<file path="src/rtl/pipe_hazard_ctrl.sv">
// Pipeline stall/flush controller: load-use bubbles, branch redirect with refill
// bubbles, cache-stall freeze, and saturating event counters.
module pipe_hazard_ctrl #(
   parameter int REDIRECT_BUBBLES = 1,
   parameter int CNT_W            = 32
) (
   input  logic             clk,
   input  logic             rst,
   input  logic [4:0]       id_rs1,
   input  logic [4:0]       id_rs2,
   input  logic             id_use_rs1,
   input  logic             id_use_rs2,
   input  logic [4:0]       ex_rd,
   input  logic             ex_mem_ren,
   input  logic             ex_redirect,
   input  logic             icache_stall,
   input  logic             dcache_stall,
   input  logic             cnt_clr,
   output logic             stall_if,
   output logic             stall_id,
   output logic             stall_back,
   output logic             flush_if,
   output logic             flush_id,
   output logic             pc_redirect,
   output logic             refill_busy,
   output logic [CNT_W-1:0] cnt_load_use,
   output logic [CNT_W-1:0] cnt_redirect,
   output logic [CNT_W-1:0] cnt_stall
);

   localparam logic [0:0] RUN    = 1'b0;
   localparam logic [0:0] REFILL = 1'b1;

   logic [0:0]       r_state;
   logic [0:0]       r_state_next;
   logic [3:0]       r_bcnt;
   logic [3:0]       r_bcnt_next;
   logic             w_cstall;
   logic             w_lu_hz;
   logic             w_lu_bubble;
   logic [2:0]       w_inc;
   logic [CNT_W-1:0] r_cnt [3];

   assign w_cstall = icache_stall | dcache_stall;
   assign w_lu_hz  = ex_mem_ren & (ex_rd != 5'd0) &
                     ((id_use_rs1 & (id_rs1 == ex_rd)) | (id_use_rs2 & (id_rs2 == ex_rd)));

   always_comb begin
      stall_if     = 1'b0;
      stall_id     = 1'b0;
      stall_back   = 1'b0;
      flush_if     = 1'b0;
      flush_id     = 1'b0;
      pc_redirect  = 1'b0;
      w_lu_bubble  = 1'b0;
      r_state_next = r_state;
      r_bcnt_next  = r_bcnt;
      if (w_cstall) begin
         // Whole pipe frozen; a pending redirect or hazard stays visible in EX.
         stall_if   = 1'b1;
         stall_id   = 1'b1;
         stall_back = 1'b1;
      end else if (ex_redirect) begin
         pc_redirect = 1'b1;
         flush_if    = 1'b1;
         flush_id    = 1'b1;
         if (REDIRECT_BUBBLES > 0) begin
            r_state_next = REFILL;
            r_bcnt_next  = 4'(REDIRECT_BUBBLES);
         end else begin
            r_state_next = RUN;
            r_bcnt_next  = 4'd0;
         end
      end else if (r_state == REFILL) begin
         // ID holds a wrong-path instruction, so any hazard it shows is ignored.
         flush_if = 1'b1;
         flush_id = 1'b1;
         if (r_bcnt <= 4'd1) begin
            r_state_next = RUN;
            r_bcnt_next  = 4'd0;
         end else begin
            r_bcnt_next = r_bcnt - 4'd1;
         end
      end else if (w_lu_hz) begin
         stall_if    = 1'b1;
         flush_id    = 1'b1;
         w_lu_bubble = 1'b1;
      end
   end

   assign refill_busy = (r_state == REFILL);

   always_ff @(posedge clk) begin
      if (rst) begin
         r_state <= RUN;
         r_bcnt  <= 4'd0;
      end else begin
         r_state <= r_state_next;
         r_bcnt  <= r_bcnt_next;
      end
   end

   assign w_inc = {w_cstall, pc_redirect, w_lu_bubble};

   generate
      for (genvar gi = 0; gi < 3; gi++) begin : g_cnt
         always_ff @(posedge clk) begin
            if (rst || cnt_clr) begin
               r_cnt[gi] <= '0;
            end else if (w_inc[gi] && (r_cnt[gi] != {CNT_W{1'b1}})) begin
               r_cnt[gi] <= r_cnt[gi] + 1'b1;
            end
         end
      end
   endgenerate

   assign cnt_load_use = r_cnt[0];
   assign cnt_redirect = r_cnt[1];
   assign cnt_stall    = r_cnt[2];

endmodule

</file>
<file path="config.mk">
export PLATFORM = sky130hd
export DESIGN_NAME = pipe_hazard_ctrl
export DESIGN_NICKNAME = d
export VERILOG_FILES = /design/src/rtl/pipe_hazard_ctrl.sv
export SDC_FILE = /design/constraint.sdc
export NUM_CORES = 1
export LEC_CHECK = 0
export ABC_AREA = 1
export CORE_MARGIN = 2
export CORE_UTILIZATION = 45
export CTS_CLUSTER_SIZE = 14
export DETAILED_ROUTE_END_ITERATION = 6
export HOLD_SLACK_MARGIN = 0.06
export PLACE_DENSITY = 0.67
export SYNTH_ARGS = -nofsm -noshare
export SYNTH_HDL_FRONTEND = slang
export SYNTH_SLANG_ARGS = --single-unit
</file>
<file path="constraint.sdc">
create_clock -name clk -period 5.7 [get_ports clk]
set_input_delay 0.57 -clock clk [delete_from_list [all_inputs] [get_ports clk]]
set_output_delay 0.57 -clock clk [all_outputs]
set_load 0.01 [all_outputs]
</file>
==> flow_summary.yaml <==
synthesis:
  synth-seq-cells: 101
  yosysTopAreaCellShare_pct: 44.9
  yosys.area.top_type: "edfxtp_1"
  syn_inst: 817
  syn_nets: 846
  ys_warn_count: 0
  synth.distinct_cells: 30
  ys_seq_area_share_pct: 46.5
  netlist_area_mm2: 0.00642
  netlist_top_cells_area: "edfxtp_1 45%, nand2_1 13%, nor2_1 8.4%"
  avgSynthCellArea_um2: 7.86
timing:
  hold_viol: 0
  setup_tns_ns: 0
  fin_crit_ns: 3.04
  fin_skew_ns: 0.00905
  slew_headroom_pct: 54.2
  worstMarginPinSlew_ns: 0.687
  maxClockFrequency_ghz: 0.329
  finalCritPeriodShare_pct: 53.3
  whs_ns: 0.494
  grt_setup_unrepaired: "no"
  drv_slew: 0
  setup_viol: 0
cts:
  clk-insertion-delay-late_ns: 0.35
  cts_tree: "yes"
  path_clk_slew_ns: 0.07
  post-cts-setup-buffers: 0
  htree_levels: 3
  numCtsBuffers: 9
  cts_num_sinks: 101
  root_buffer: "clkbuf_16"
  clock_path_buffers: 2
  holdBufCountCts: 0
  cts_resized: 0
setup_path:
  r2r-start: "r_cnt[2][0]"
  rrSetupSlack_ns: 3.36
  worstPathRequired_ns: 5.13
  end_kind: "output pin"
  critical_path_class: "in2out"
  ff2ff_path_depth: 8
  cp-start-kind: "input port"
  r2r_end: "r_cnt[2][2]"
  crit_arrival_ns: 2.47
  worstPathMaxFanout: 7
cells_and_area:
  drive_gt1_share_pct: 5.35
  fillerInstances: 1318
  multi_input_area_mm2: 0.00295
  regArea_mm2: 0.00298
  num-nets-final: 977
  n_antenna_cell: 0
  areaGrowthSynthToFinish_pct: 26.9
grt:
  overflow: 0
  grt_max_degree: 33
  grt_pass1_wl_mm: 25.5
  antenna_found_initial: 0
  grt_pass1_vias: 5269
  grt_usage_pct: 21.7
route:
  avgRoutedWirePerCell_um: 13.9
  routed_wl_mm: 15.7
  drt_iter0_drc: 378
  vias: 5633
  ant_nets: 0
  drt_drc_violations_left: 0
  via_per_inst: 4.97
  first_pass_iters: 4
die:
  fp-row-count: 43
  floorplan.initialDensity_pct: 46.2
  die_h_um: 123
  io_pins: 127
  fp.coreArea_mm2: 0.0139
  die_x_um: 123
  dieArea_mm2: 0.0152
min_path:
  hold_path_depth: 2
  holdPathEnd: "r_bcnt[1]"
  hold_class: "reg2reg"
  hold_start: "r_bcnt[1]"
place:
  routabilityCongestion: 0.946
  port_buffers: 126
  hpwl_mm: 11.7
pwr:
  leakage_nw: 2.91
  powerDensity_mw_per_mm2: 206
  vdd_drop_max_v: 0.000147
status:
  status: "complete, no violations"
run:
  drv_cap: 0
==> logic make-up after synthesis <==
| family | Yosys count | synth area share, % |
|---|---|---|
| AO/OA/AOI/OAI | 40 | 3.16 |
| XOR/XNOR | 57 | 7.78 |
| adder cells (fa/ha/maj) | 5 | 0.975 |
| buffers and inverters | 117 | 7.62 |
| flip-flops | 101 | 46.5 |
| AND/OR/NAND/NOR | 497 | 34.0 |
==> per-stage QoR <==
| step | util, % | worst slack, ns | total power, W | cell area [um^2] | cells |
|---|---|---|---|---|---|
| 2_1_floorplan | - | 1.78 | 0.000968 | 6420 | 817 |
| 3_3_place_gp | 56.6 | 2.72 | 0.00107 | 7850 | 1117 |
| 3_5_place_dp | 56.6 | 2.66 | 0.00107 | 7850 | 1117 |
| 4_1_cts | 58.7 | 2.64 | 0.00169 | 8150 | 1133 |
| 5_1_grt | 58.7 | 2.50 | 0.00174 | 8150 | 1133 |
| 6_report | 58.7 | 2.66 | 0.00168 | 8150 | 1133 |
==> cell usage after synthesis, drive strengths merged <==
master,count
a21oi,32
inv,107
and3,1
nand3b,8
ha,5
and2,1
or2,7
nor2,163
nor3b,1
xor2,41
xnor2,16
o21ai,7
nand3,45
dfxtp,5
nand2,216
edfxtp,96
nor4,1
nor3,33
a211oi,1
nand4,21
buf,10
==> state kept, by name (all words and copies together), names as in the netlist <==
signal / flops
r_cnt: 96
r_bcnt: 4
refill_busy: 1
==> worst max-delay path: stages <==
cell and delay [ns]:
clkdlybuf4s50_1 0.40, nor2_1 0.24, inv_1 0.19, nor2_1 0.25, inv_1 0.15, nand2_1 0.09
clkdlybuf4s50_1 0.59
==> layout by cell type, fill, tap and decap left out <==
master	count
nand3b_1	8
nor4_1	1
o21ai_0	6
nor2_2	15
nor3b_1	1
clkinv_2	2
nand2_1	214
or2_2	6
clkdlybuf4s50_1	126
nand3_1	41
clkinv_4	1
nor2_1	144
xnor2_1	16
clkbuf_16	9
nor3_1	32
a211oi_1	1
ha_1	5
buf_4	4
nand2_4	2
and2_1	1
nand3_2	4
nor3_2	1
o21ai_2	1
a21oi_1	32
edfxtp_1	96
or2_0	1
clkbuf_8	1
and3_1	1
dfxtp_1	5
clkbuf_1	2
nand4_1	21
inv_1	107
bufinv_16	1
xor2_1	41
nor2_4	4
==> layout make-up <==
| type | instances | area share [%] |
|---|---|---|
| Sequential cell | 101 | 36.6 |
| Clock inverter | 4 | 0.599 |
| Inverter | 107 | 4.93 |
| Clock buffer | 12 | 3.03 |
| Tap cell | 180 | 2.76 |
| Multi-Input combinational cell | 599 | 36.2 |
| Timing Repair Buffer | 130 | 15.9 |
==> worst max path at each step <==
| stage | startpoint | endpoint | slack (ns) | depth (start not counted) |
|---|---|---|---|---|
| global route | dcache_stall | flush_id | 2.50 | 7 |
| global placement | dcache_stall | flush_id | 2.72 | 7 |
| finish | dcache_stall | flush_id | 2.66 | 7 |
| CTS | dcache_stall | flush_id | 2.64 | 7 |
| detailed placement | dcache_stall | flush_id | 2.66 | 7 |
| floorplan | r_cnt[0][0] | r_cnt[0][0] | 1.78 | 8 |
==> power by group <==
part	total, W	internal (W)	leakage, nW	switching [W]
registers	0.000881	0.000841	1.14	0.0000405
logic	0.000173	0.0000897	1.62	0.0000837
clock network	0.000622	0.000352	0.147	0.000270
==> per-layer routing <==
metal | up-vias | wire [um] | GRT usage, % | part of all wire (%)
met2 | 151 | 7460 | 35.1 | 47
met4 | 0 | 386 | 8.10 | 2.5
met1 | 2560 | 6930 | 27.8 | 44
li1 | 2894 | - | - | -
met3 | 28 | 944 | 5.63 | 6.0
met5 | - | 0 | 0 | 0
(Power assumes the default switching activity.)
